[src/rtl/vscale_fetch_redirect_ctrl.sv]
// rtl/vscale_fetch_redirect_ctrl.sv - fetch-redirect arbiter with a one-entry pending redirect register
// Optional redirect statistics counter enabled by defining VSCALE_REDIRECT_STATS_EN.
module vscale_fetch_redirect_ctrl #(
    parameter int XPR_LEN = 32
) (
    input  logic               clk,
    input  logic               reset_n,
    input  logic               imem_wait,
    input  logic               stall_DX,
    input  logic               exception_WB,
    input  logic               eret_WB,
    input  logic               jal_DX,
    input  logic               jalr_DX,
    input  logic               branch_taken_DX,
    input  logic [XPR_LEN-1:0] PC_target,
    output logic [2:0]         PC_src_sel,
    output logic               stall_IF,
    output logic               kill_IF,
    output logic               kill_DX,
    output logic               use_pend,
    output logic [XPR_LEN-1:0] pend_PC
`ifdef VSCALE_REDIRECT_STATS_EN
    ,
    output logic [31:0]        redirect_count
`endif
);

    localparam logic [2:0] PC_PLUS_FOUR = 3'd0;
    localparam logic [2:0] PC_BRANCH    = 3'd1;
    localparam logic [2:0] PC_JAL       = 3'd2;
    localparam logic [2:0] PC_JALR      = 3'd3;
    localparam logic [2:0] PC_REPLAY    = 3'd4;
    localparam logic [2:0] PC_HANDLER   = 3'd5;
    localparam logic [2:0] PC_EPC       = 3'd6;

    typedef enum logic {
        RUN,
        PEND
    } state_t;

    state_t             state, state_next;
    logic [XPR_LEN-1:0] pend_q;
    logic               wb_redirect;
    logic               dx_ok;
    logic               redirect;
    logic [2:0]         sel_r;
    logic               capture;
    logic               accept;

    assign wb_redirect = exception_WB | eret_WB;
    // A WB redirect kills DX, so DX sources are qualified by its absence.
    assign dx_ok       = !stall_DX && !wb_redirect;

    always_comb begin
        redirect = 1'b1;
        sel_r    = PC_PLUS_FOUR;
        if (exception_WB)                 sel_r = PC_HANDLER;
        else if (eret_WB)                 sel_r = PC_EPC;
        else if (dx_ok && jalr_DX)        sel_r = PC_JALR;
        else if (dx_ok && jal_DX)         sel_r = PC_JAL;
        else if (dx_ok && branch_taken_DX) sel_r = PC_BRANCH;
        else                              redirect = 1'b0;
    end

    always_comb begin
        state_next = state;
        PC_src_sel = PC_PLUS_FOUR;
        stall_IF   = 1'b1;
        kill_IF    = 1'b0;
        kill_DX    = 1'b0;
        use_pend   = 1'b0;
        capture    = 1'b0;
        accept     = 1'b0;
        if (reset_n) begin
            kill_DX = wb_redirect;
            case (state)
                RUN: begin
                    if (redirect) begin
                        PC_src_sel = sel_r;
                        kill_IF    = 1'b1;
                        stall_IF   = imem_wait;
                        accept     = 1'b1;
                        if (imem_wait) begin
                            capture    = 1'b1;
                            state_next = PEND;
                        end
                    end else begin
                        PC_src_sel = imem_wait ? PC_REPLAY : PC_PLUS_FOUR;
                        stall_IF   = imem_wait | stall_DX;
                    end
                end
                PEND: begin
                    use_pend = 1'b1;
                    kill_IF  = 1'b1;
                    // An overwrite holds fetch one more cycle so the new target is replayed, never the stale one.
                    if (wb_redirect) begin
                        PC_src_sel = sel_r;
                        stall_IF   = 1'b1;
                        capture    = 1'b1;
                        accept     = 1'b1;
                    end else begin
                        PC_src_sel = PC_REPLAY;
                        stall_IF   = imem_wait;
                        if (!imem_wait) state_next = RUN;
                    end
                end
                default: state_next = RUN;
            endcase
        end
    end

    always_ff @(posedge clk or negedge reset_n) begin
        if (!reset_n) begin
            state  <= RUN;
            pend_q <= '0;
        end else begin
            state <= state_next;
            if (capture) pend_q <= PC_target;
        end
    end

    assign pend_PC = pend_q;

`ifdef VSCALE_REDIRECT_STATS_EN
    logic [31:0] redirect_count_q;

    always_ff @(posedge clk or negedge reset_n) begin
        if (!reset_n)    redirect_count_q <= '0;
        else if (accept) redirect_count_q <= redirect_count_q + 32'd1;
    end

    assign redirect_count = redirect_count_q;
`endif

endmodule

[config.mk]
export PLATFORM = sky130hd
export DESIGN_NAME = vscale_fetch_redirect_ctrl
export DESIGN_NICKNAME = d
export VERILOG_FILES = /design/src/rtl/vscale_fetch_redirect_ctrl.sv
export SDC_FILE = /design/constraint.sdc
export NUM_CORES = 1
export LEC_CHECK = 0
export CAP_MARGIN = 40
export CORE_UTILIZATION = 35
export DETAILED_ROUTE_END_ITERATION = 7
export MAX_ROUTING_LAYER = met4
export PLACE_DENSITY = 0.78
export SYNTH_ARGS = -nofsm -noshare
export SYNTH_HDL_FRONTEND = slang
export SYNTH_SLANG_ARGS = --single-unit
[constraint.sdc]
create_clock -name clk -period 1.5 [get_ports clk]
set_clock_uncertainty 0.1 [all_clocks]
set_input_delay 0.3 -clock clk [delete_from_list [all_inputs] [get_ports clk]]
set_output_delay 0.3 -clock clk [all_outputs]
set_load 0.01 [all_outputs]
-- Yosys cells after proc, flatten, opt, wreduce, memory -nomap -nowiden
Index checks and enable logic that the tools add are counted.
- flip-flop bits (word level): 33
- input port bits: 41
- output and inout port bits: 39
- logic and storage cells: 43
- multiplexer cells: 32
- bitwise operators: 3
- reduce and logical (&&, ||, !) cells: 6
- operators by type and width (operator ; number):
    1-bit two-way mux ; 19
    3-bit two-way mux ; 6
    1-bit one-hot mux with 2 select lines ; 4
    3-bit one-hot mux with 2 select lines ; 1
    1-bit logical AND ; 4
    2-bit two-way mux ; 2
    1-bit zero test ; 2
    1-bit bitwise OR ; 2
    1-bit NOT ; 1

-- Depth between registers and ports, before layout
- word-level depth: 12
- depth in mapped cells: 5

-- Least setup slack after synthesis
Ideal clock, no wire load.
- path kind: reg-to-reg
- from: reg state
- to: reg pend_q[10], in the netlist pend_PC[10]
- arrival time: 1.450 ns
- setup slack: -0.175 ns
- cell stages (with the launch flop): 4
- clock period less this slack: 1.675 ns
- path through: dfrtp_1 > o41ai_4 > buf_6 > mux2_4
- longest elaborated chain between the ends: 3
- RTL lines (item ; RTL line ; source):
    from (decl) ; 41 ; state_t state, state_next;
    from (signal assigned) ; 117 ; state <= state_next;
    1-bit NOT ; n/a ;
    1-bit one-hot mux with 2 select lines * ; 76 ; case (state)
    1-bit two-way mux * ; 74 ; if (reset_n) begin
    to (signal assigned) ; 118 ; if (capture) pend_q <= PC_target;
    to (decl) ; 42 ; logic [XPR_LEN-1:0] pend_q;
Every way passes the cells marked *; elsewhere a longest branch is shown, timed or not.
A chain may end at the register's enable or synchronous reset.

-- Final worst setup path
- from: reg state
- to: reg pend_q[27], in the netlist pend_PC[27]
Same word-level chain as after synthesis.

==> flow_summary.json <==
{
  "slew_violations": 0,
  "syn_inst": 94,
  "vdd_ir_drop_max_mv": 0.621,
  "route.detailed.drc": 0,
  "drt_iter0_drc": 45,
  "fin_util_pct": 66.0,
  "drtPass1Iterations": 4,
  "top_layer_used": "met4",
  "dp_hpwl_mm": 2.94,
  "power.density_nw_per_um2": 1100,
  "violations": "negative setup slack",
  "hp-class": "in -> async",
  "place_ws_ps": -787,
  "rsz0062_at_grt": "yes",
  "cts_sinks": 33,
  "synth_nets": 135,
  "synth_largest_area_cell": "dfrtp_1",
  "synth_edf_count": 0,
  "wl_met3_um": 218,
  "ios": 80,
  "place_area_um2": 2440,
  "cp_common_cell": "buf_6",
  "crit_type": "reg -> reg",
  "setup_slack_ps": -283,
  "cp-start-kind": "flip-flop",
  "area_growth_pct": 77.5,
  "cts.htree.levels": 2,
  "critPathMaxStageDelay_ps": 440,
  "clock-root-buffer": "clkbuf_8",
  "place_congestion": 0.899,
  "tightest_slew_ps": 354,
  "status": "finished, violations left",
  "synth_top_family_by_area": "multiplexers",
  "synth_adder_area_share_pct": 0,
  "synth-simple-area-share_pct": 5.35,
  "crit_buf_inv": 4,
  "synth_seq_cells": 33,
  "viasPerCell": 4.91,
  "die-height_um": 67.9,
  "synth.top_cell.area_share_pct": 54.4,
  "antenna_left": 0,
  "r2r_slack_ps": -280,
  "die_w_um": 67.9,
  "clkSlewWorstSetupHoldPaths_ps": 70,
  "antenna_found_initial": 0,
  "cts_buffers": 5,
  "fmaxAchievable_mhz": 561,
  "gr-usage-all-layers_pct": 20.5,
  "wl_mm": 4.30,
  "synth-async-reset-ratio_pct": 100,
  "dr_wl_met2_mm": 2.22,
  "finalSetupViolations": 38,
  "cp-end-kind": "flip-flop",
  "maxCapViolCount": 0,
  "syn_avg_cell_area_um2": 16.2,
  "finalHoldViolCount": 0,
  "synth-xor-area-share_pct": 0,
  "design_area_um2": 2700,
  "r2r-end": "pend_PC[27]$_DFFE_PN0P_",
  "leakage_nw": 1.27,
  "yosys_most_used_dff": "dfrtp_1",
  "crit_required_ps": 1560,
  "drive_above_1_share_pct": 40.4,
  "slew_headroom_pct": 76.4,
  "rows": 23,
  "reg2reg_from": "state$_DFFE_PN0P_",
  "cp_top_family": "buffers and inverters",
  "r2r_cells": 7,
  "synth.most_common_cell": "dfrtp_1",
  "crit_slowest_cell": "dfrtp_2",
  "routedWlPerCell_um": 17.3,
  "initial_core_util_pct": 37.2,
  "synth_cell_types": 23,
  "dieArea_um2": 4610,
  "clock_latency_ps": 280,
  "grt_pass1_wl_mm": 6.47,
  "cts.path.max_buffers": 2,
  "totalPowerFinal_w": 0.00298,
  "grt.overflow.total": 0,
  "setup_tns_ps": -9610,
  "synth-compound-area-share_pct": 6.18,
  "crit_chain": "buf_6 > buf_12 > o221ai_4 > o41ai_4 > buf_6 > clkbuf_16 > mux2_4",
  "via_count": 1217,
  "met1_length_mm": 1.78,
  "ys.warnings.count": 0,
  "ys_top_cells_by_area": "dfrtp_1, mux2_4, buf_6",
  "grt_pass1_vias": 1387,
  "io_buffers": 79,
  "cp_max_fo": 4,
  "synth_mux_area_share_pct": 31.1,
  "grt_max_degree": 28,
  "period_needed_ps": 1780,
  "final.period_utilization_pct": 119,
  "synthTopCellsByCount": "dfrtp_1, mux2_4, o21ai_0, buf_6, nor3_1",
  "cts_tree": "yes",
  "ys_seq_area_share_pct": 54.4,
  "synth.cell_area_um2": 1520,
  "finalNetCount": 239,
  "core_um2": 4090,
  "antenna_cells": 0,
  "arrival_ps": 1850
}
-- through the flow --
stage / hold slack (ps) / cells
after floorplan: -95.6 / 94
after detailed placement: 255 / 232
after global routing: 134 / 248
final: 93.3 / 248
after CTS: 95.5 / 248
after global placement: 231 / 232
-- worst max path at each step --
stage	startpoint	to	slack, ps	cells after the start
2_1_floorplan	state$_DFFE_PN0P_	pend_PC[10]$_DFFE_PN0P_	-160	3
3_3_place_gp	jalr_DX	pend_PC[15]$_DFFE_PN0P_	-730	6
3_5_place_dp	exception_WB	kill_IF	-790	5
4_1_cts	state$_DFFE_PN0P_	pend_PC[21]$_DFFE_PN0P_	-330	5
5_1_grt	state$_DFFE_PN0P_	pend_PC[1]$_DFFE_PN0P_	-340	7
6_report	state$_DFFE_PN0P_	pend_PC[27]$_DFFE_PN0P_	-280	7
-- area by class of cell --
type | count | area, um2
fillers | 301 | 1390
repair buffers | 101 | 1000
flip-flops and latches | 33 | 827
multi-input cells | 56 | 717
clock buffers | 7 | 86.3
well taps | 50 | 62.6
inverters | 1 | 3.75
-- where the power goes --
| group | internal (W) | total (W) | switching (W) |
|---|---|---|---|
| combinational | 0.000699 | 0.00111 | 0.000414 |
| sequential | 0.00108 | 0.00119 | 0.000113 |
| clock | 0.000364 | 0.000674 | 0.000310 |
| total | 0.00214 | 0.00298 | 0.000837 |
-- sequential cells by signal, summed over array words and instances (netlist names) --
signal and flops:
pend_PC 32, state 1
-- logic make-up after synthesis --
| group | count (synthesis) |
|---|---|
| AO/OA/AOI/OAI | 11 |
| buffers and inverters | 5 |
| flip-flops | 33 |
| multiplexers | 32 |
| AND/OR/NAND/NOR | 13 |
-- metal layers --
| metal | vias to the layer above | track usage [%] |
|---|---|---|
| li1 | 549 | - |
| met1 | 602 | 22.6 |
| met2 | 56 | 35.5 |
| met3 | 10 | 4.50 |
| met4 | 0 | 8.33 |
| met5 | - | - |
-- layout by cell type (no fill, tap or decap), types with 3 or more instances in the layout --
| cell | synthesis | layout |
|---|---|---|
| buf_12 | 0 | 3 |
| nor3_4 | 0 | 3 |
| mux2_4 | 30 | 32 |
| clkbuf_8 | 0 | 6 |
| dlygate4sd2_1 | 0 | 37 |
| clkdlybuf4s50_1 | 0 | 32 |
| dfrtp_1 | 33 | 32 |
| buf_4 | 1 | 7 |
| buf_6 | 3 | 8 |
| buf_2 | 0 | 7 |
-- repair_timing --
| item | CTS | global route |
|---|---|---|
| endpoints found under the hold margin | 6 | 0 |
| gates cloned | 2 | 1 |
| buffers inserted | 6 | 0 |
| pin swaps | 10 | 5 |
| hold buffers | 1 | 0 |
| setup endpoints to repair | 71 | 39 |
| resized for setup | 97 | 6 |
(Power assumes the default switching activity.)
